$ cat config.mk
export PLATFORM = sky130hd
export DESIGN_NAME = seq_mult_controller
export DESIGN_NICKNAME = d
export VERILOG_FILES = /design/src/rtl/seq_mult_controller.sv
export SDC_FILE = /design/constraint.sdc
export NUM_CORES = 1
export LEC_CHECK = 0
export ABC_CLOCK_PERIOD_IN_PS = 3000
export CAP_MARGIN = 0
export CORE_MARGIN = 2
export CORE_UTILIZATION = 40
export DETAILED_ROUTE_END_ITERATION = 7
export PLACE_DENSITY = 0.8
export SYNTH_ARGS = -nofsm -noshare
export SYNTH_HDL_FRONTEND = slang
export SYNTH_SLANG_ARGS = --single-unit
$ cat constraint.sdc
create_clock -name clk_i -period 3 [get_ports clk_i]
set_input_delay 0.6 -clock clk_i [delete_from_list [all_inputs] [get_ports clk_i]]
set_output_delay 0.6 -clock clk_i [all_outputs]
set_load 0.01 [all_outputs]
$ cat src/rtl/seq_mult_controller.sv
//-----------------------------------------------------------------------------
// seq_mult_controller
//
// Purpose:
//   Control FSM for a shift-add sequential multiplier. It drives the strobes
//   of the multiplier datapath that sits directly downstream of it:
//     - the operand loads,
//     - the running-sum clear,
//     - the running-sum load,
//     - the running-sum shift-right.
//   It inspects the datapath's multiplier register one bit per step. It also
//   runs the start/ready/done handshake with the surrounding system.
//
// Parameters:
//   WIDTH       operand width. The bit counter is $clog2(WIDTH) bits wide.
//
// Ports:
//   clk_i       clock; all state changes on the rising edge
//   rst_n_i     synchronous active-low reset
//   start_i     multiply request; sampled only while ready_o is high
//   mr_i        multiplier register contents coming back from the datapath
//   ready_o     controller idle; a start_i this cycle is accepted
//   mr_ld_o     load the datapath multiplier register
//   md_ld_o     load the datapath multiplicand register
//   rs_clear_o  clear the 2*WIDTH running-sum register
//   rs_load_o   write the adder sum into the upper half of the running sum
//   rs_shr_o    shift the running sum right by one
//   done_o      one-cycle pulse; the datapath product is valid
//-----------------------------------------------------------------------------
module seq_mult_controller #(
    parameter int WIDTH = 32
) (
    input  logic             clk_i,
    input  logic             rst_n_i,
    input  logic             start_i,
    input  logic [WIDTH-1:0] mr_i,
    output logic             ready_o,
    output logic             mr_ld_o,
    output logic             md_ld_o,
    output logic             rs_clear_o,
    output logic             rs_load_o,
    output logic             rs_shr_o,
    output logic             done_o
);

    localparam int CW = $clog2(WIDTH);
    localparam logic [CW-1:0] LAST = CW'(WIDTH - 1);

    typedef enum logic [2:0] {
        S_IDLE  = 3'd0,
        S_LOAD  = 3'd1,
        S_EXAM  = 3'd2,
        S_SHIFT = 3'd3,
        S_DONE  = 3'd4
    } state_t;

    state_t        r_state;
    state_t        w_nextState;
    logic [CW-1:0] r_cnt;
    logic [CW-1:0] w_nextCnt;
    logic          w_mrBit;
    logic          w_lastBit;

    // The multiplier bit under examination and the "final bit" flag.
    // Together they decide whether a step adds before shifting and whether
    // this shift is the last one of the run.
    assign w_mrBit   = mr_i[r_cnt];
    assign w_lastBit = (r_cnt == LAST);

    // State register and bit counter.
    // Reset wins over everything, including a run in progress, which is
    // simply abandoned without a done pulse.
    always_ff @(posedge clk_i) begin
        if (!rst_n_i) begin
            r_state <= S_IDLE;
            r_cnt   <= '0;
        end else begin
            r_state <= w_nextState;
            r_cnt   <= w_nextCnt;
        end
    end

    // Next-state and counter logic.
    // The counter advances only on a step's closing shift, and never past the
    // final bit; a run therefore shifts exactly WIDTH times. Any illegal
    // encoding recovers to idle on the next edge.
    always_comb begin
        w_nextState = r_state;
        w_nextCnt   = r_cnt;
        case (r_state)
            S_IDLE: begin
                if (start_i) begin
                    w_nextState = S_LOAD;
                end
            end
            S_LOAD: begin
                w_nextCnt   = '0;
                w_nextState = S_EXAM;
            end
            S_EXAM: begin
                if (w_mrBit) begin
                    w_nextState = S_SHIFT;
                end else if (w_lastBit) begin
                    w_nextState = S_DONE;
                end else begin
                    w_nextCnt = r_cnt + CW'(1);
                end
            end
            S_SHIFT: begin
                if (w_lastBit) begin
                    w_nextState = S_DONE;
                end else begin
                    w_nextCnt   = r_cnt + CW'(1);
                    w_nextState = S_EXAM;
                end
            end
            S_DONE: begin
                w_nextState = S_IDLE;
            end
            default: begin
                w_nextState = S_IDLE;
                w_nextCnt   = '0;
            end
        endcase
    end

    // Output decode.
    // Outputs are purely combinational from the state, plus the examined
    // multiplier bit while in EXAM. Each state raises at most one running-sum
    // strobe, so the datapath never has to arbitrate between clear, load and
    // shift.
    always_comb begin
        ready_o    = 1'b0;
        mr_ld_o    = 1'b0;
        md_ld_o    = 1'b0;
        rs_clear_o = 1'b0;
        rs_load_o  = 1'b0;
        rs_shr_o   = 1'b0;
        done_o     = 1'b0;
        case (r_state)
            S_IDLE: begin
                ready_o = 1'b1;
            end
            S_LOAD: begin
                mr_ld_o    = 1'b1;
                md_ld_o    = 1'b1;
                rs_clear_o = 1'b1;
            end
            S_EXAM: begin
                if (w_mrBit) begin
                    rs_load_o = 1'b1;
                end else begin
                    rs_shr_o = 1'b1;
                end
            end
            S_SHIFT: begin
                rs_shr_o = 1'b1;
            end
            S_DONE: begin
                done_o = 1'b1;
            end
            default: begin
                ready_o = 1'b0;
            end
        endcase
    end

endmodule

## After elaboration in Yosys (flattened, before gate mapping)

Cells that the tools add are included.

| cells by class | value |
|---|---|
| add/sub/neg operators | 1 |
| magnitude comparators | 1 |
| eq/ne operators | 8 |
| multiplexer cells | 17 |
| bitwise operators | 1 |
| reduce and logical (&&, ||, !) cells | 4 |

Operators by type and width:

| kind | number |
|---|---|
| 5-bit case mux with 3 select lines | 1 |
| 3-bit two-way mux | 4 |
| 3-bit case mux with 4 select lines | 1 |
| 5-bit two-way mux | 2 |
| 1-bit two-way mux | 7 |
| 3-bit by 2-bit == test with 1-bit output (second input constant) | 2 |
| 5-bit by 6-bit less-than comparator with 1-bit output (second input constant) | 1 |
| 5-bit by 1-bit adder with 5-bit output (second input constant) | 1 |
| 1-bit binary-select mux with 5-bit select | 1 |
| 5-bit == test (second input constant) | 1 |
| 2-bit != test (second input constant) | 2 |
| 2-bit AND reduction | 2 |
| 3-bit by 1-bit == test with 1-bit output (second input constant) | 1 |
| 3-bit == test (second input constant) | 1 |
| 3-bit zero test | 1 |
| 3-bit != test (second input constant) | 1 |
| 1-bit case mux with 2 select lines | 1 |
| 2-bit OR reduction | 1 |
| 1-bit inverter | 1 |

| word-level totals | value |
|---|---|
| bits in registers | 8 |
| input port bits | 35 |
| logic and storage cells | 34 |

## Logic depth before layout (Yosys ltp)

| depth | value |
|---|---|
| depth after elaboration | 4 |
| mapped depth | 8 |
| gate-level depth less buffers | 8 |

## Worst setup path after synthesis

Ideal clock, no wire load.

| timing path | value |
|---|---|
| kind | flip-flop to output port |
| start | register r_cnt[1] |
| end | output port rs_shr_o |
| data arrival time | 1.722 ns |
| data required time | 2.400 ns |
| slack | 0.678 ns |
| cell stages (with the launch flop) | 8 |
| cell sequence | dfxtp_1 > buf_6 > buf_12 > mux2i_1 > nand3_1 > and3_4 > o41ai_4 > and2_2 |

| on the way | value |
|---|---|
| word-level cells in the longest chain between the ends | 4 |

RTL lines:

| item | line | source |
|---|---|---|
| start: declaration | 59 | `logic [CW-1:0] r_cnt;` |
| start signal: assignment | 79 | `r_cnt <= w_nextCnt;` |
| 1-bit binary-select mux with 5-bit select | 67 | `assign w_mrBit = mr_i[r_cnt];` |
| 1-bit two-way mux (implied by the code) | 67 |  |
| 1-bit two-way mux | 150 | `if (w_mrBit) begin` |
| 1-bit case mux with 2 select lines | 140 | `case (r_state)` |
| end: declaration | 42 | `output logic rs_shr_o,` |

Every way passes these cells. The select of a mux whose other input is x is not followed.

## Worst setup path in the final report

| timing path | value |
|---|---|
| start | input port mr_i[18] |
| end | output port rs_load_o |

| on the way | value |
|---|---|
| word-level cells in the longest chain between the ends | 4 |

RTL lines:

| item | line | source |
|---|---|---|
| start: declaration | 36 | `input logic [WIDTH-1:0] mr_i,` |
| 1-bit binary-select mux with 5-bit select | 67 |  |
| 1-bit two-way mux (implied by the code) | 67 |  |
| 1-bit two-way mux | 150 |  |
| 1-bit two-way mux | 140 |  |
| end: declaration | 41 | `output logic rs_load_o,` |

Every way passes these cells. The select of a mux whose other input is x is not followed.

==> results.md <==
* Fill count at 158
* Routability congestion estimate at approximately 0.90
* Slew @ Worst Pin at roughly 0.45 ns
* Post-Syn Area at roughly 850 µm²
* Clock buffer depth at 2
* Vias per inst at around 5.5
* Critical path class: in2out
* Post-synth top area cell: dfxtp_1
* Drt drc at 0
* Non-Filler Instances at 163
* Clock Pin Slew Worst Setup and Hold Paths at roughly 0.060 ns
* Crit-path slowest cell: clkdlybuf4s50_1
* GRT Residual Overflow at 0
* Initial core utilization at 0.427
* Slew margin rel. at 0.700
* Largest net degree at the start of global routing at 20
* Type of the tightest min-delay check: reg2reg
* Slew Limit Fails at 0
* Synth top area share at 0.189
* Post-synthesis cell count at 97
* Clk_lat worst skew at about 0.27 ns
* Syn Nets at about 130
* Crit path arrival time at between 2 and 2.5 ns
* Register area share after synthesis at 0.189
* Cts bufs inserted at 3
* Critical path endpoint category: output port
* Avg Inst Size Synth at between 8 and 9 µm²
* Post-synth top flop: dfxtp_1
* Hold_ws at approximately 0.62 ns
* Critical path startpoint category: input pin
* Power Density at between 300 and 400 mW/mm²
* Share of post-route cells with drive strength above 1 at 0.154
* Critical Path, Cell by Cell: clkdlybuf4s50_1, mux2i_1, a22oi_1, and3_4, o41ai_4, buf_4, nor2_1, dlygate4sd2_1
* Synth cell types at 37
* Die X at between 50 and 60 µm
* # clock sinks at 8
* Crit path buf inv count at 3
* H-tree depth at 1
* Die H at 50.0 µm
* Worst Path Max Fanout at 2
* Die area at between 0.002 and 0.003 mm²
* Area grow syn2layout at 51.1%
* Final net count at between 150 and 200
* Status: finished, final reports clean
* CP top delay family: buffers and inverters
* DRT Pass-1 Iters at 4
* Place WS at -0.146 ns
* Commonest non-fill, non-tap cell in the layout: clkdlybuf4s50_1
* First-pass GRT wire length at between 3000 and 4000 µm
* Final Hold Fails at 0
* Vias in the first global route at approximately 830
* Highest Clock Rate at 341 MHz
* Post-synth EDFFs at 0
* Tot GR Track Use at 0.191
* Data required, critical path at 2.40 ns
* Post-synth ARST share at 0
* Port Buffers at between 40 and 50
* Placed Cells at 158
* Overall Power at between 0.4 and 0.5 mW
* Final instance area at between 0.001 and 0.0015 mm²
* N_diodes at 0
* Core area at 0.00198 mm²
* VDD IR max at 0.240 mV
* DR iter-0 viols at 15
* Final Cycle Share at 0.978
* Final Skew at roughly 0.017 ns
* IO Count at 42
* CTS tree: built
* Routed wire per std cell at 14.0 µm
* Final setup viols at 0
* Synth Register Bits at 8
* Tmin final at approximately 2.9 ns
* Dpl hpwl at between 1500 and 2000 µm
* Antenna violations before repair at 0
* Final worst slack at 0.0649 ns
* Max cap viols at 0
* ANT nets after route at 0
* Commonest non-fill, non-tap cells in the layout: 39 x clkdlybuf4s50_1, 16 x mux2i_1, 8 x dfxtp_1, 6 x a21oi_1, 5 x a22oi_1
* Post-placement cell area at between 0.001 and 0.0015 mm²
* Leakage power at 0.473 nW
* Crit path largest cell delay at approximately 0.4 ns
* Ys Warns at 0
* Num rows at 16
* Routed via count at ~900
* WL final at roughly 2300 µm
* Main area contributors after synthesis: dfxtp_1 19%, mux2i_1 19%, a22oi_1 4.4%, a21oi_1 3.5%, o41ai_4 3.2%
* Clock root buffer: clkbuf_4
sequential cells by signal, summed over array words and instances, names as in the netlist:
name / flops
r_cnt: 5
r_state: 3
logic make-up (layout without fill, tap and decap cells):
logic type / Yosys count / count (layout) / share of synthesized area
and+or+nand+nor: 37 / 37 / 0.270
AOI/OAI and AO/OA: 21 / 21 / 0.199
muxes: 17 / 17 / 0.202
buffers and inverters: 11 / 50 / 0.0990
DFF: 8 / 8 / 0.189
adders and majority gates: 2 / 2 / 0.0295
xor gates and xnor gates: 1 / 1 / 0.0103
repair_timing:
action	4_1_cts	5_1_grt
endpoints found under the setup margin	2	2
hold buffers	0	0
buffers inserted	2	0
gates resized for setup	3	3
pin swaps	2	1
synth_stat cells (3+ instances only):
master	n
mux2i_1	16
dfxtp_1	8
a21oi_1	6
a22oi_1	5
nand2_1	4
nand2b_1	4
nand3_1	4
nor2_1	4
and3_2	3
buf_4	3
clkbuf_1	3
nor3_1	3
nor4_1	3
metal layers:
layer,track usage,part of all wire,up-vias
li1,-,-,446
met1,0.207,0.43,406
met2,0.314,0.45,49
met3,0.0667,0.11,2
met4,0.116,0.0083,0
met5,0,0,-
stage by stage:
stage               setup TNS (ns)  utilization
finish                           0        0.646
global route              -0.00755        0.646
CTS                              0        0.645
detailed placement          -0.290        0.627
global placement            -0.315        0.627
floorplan                        0            -
final cells by class:
cell class | instances | area, µm² | share of cell area
Multi-Input combinational cell | 78 | 609 | 0.476
Timing Repair Buffer | 45 | 447 | 0.349
Sequential cell | 8 | 160 | 0.125
Tap cell | 27 | 33.8 | 0.0264
Clock buffer | 3 | 22.5 | 0.0176
Inverter | 2 | 7.51 | 0.00587
power by group:
group          internal [mW]  leakage, nW  switching [mW]  total, mW
Sequential             0.114       0.0652          0.0157      0.130
Combinational          0.112        0.395          0.0729      0.185
Clock                 0.0461       0.0138          0.0412     0.0873
worst register-to-register path: stages, from the launching register on:
cell and delay [ns]:
dfxtp_1 0.50, nor2b_1 0.32, a21oi_1 0.10, and3_2 0.25, o41ai_4 0.36, buf_4 0.18
buf_4 0.13, o22ai_1 0.13, mux2_2 0.28
final timing paths:
path / start / end / slack [ns] / depth (start not counted)
worst max-delay path: mr_i[18] / rs_load_o / 0.06 / 8
worst min register to register: r_cnt[4] / r_cnt[4] / 0.62 / 1
worst min-delay path: r_cnt[4] / r_cnt[4] / 0.62 / 1
worst max register to register: r_cnt[2] / r_cnt[0] / 0.66 / 8
(Power assumes the default switching activity.)
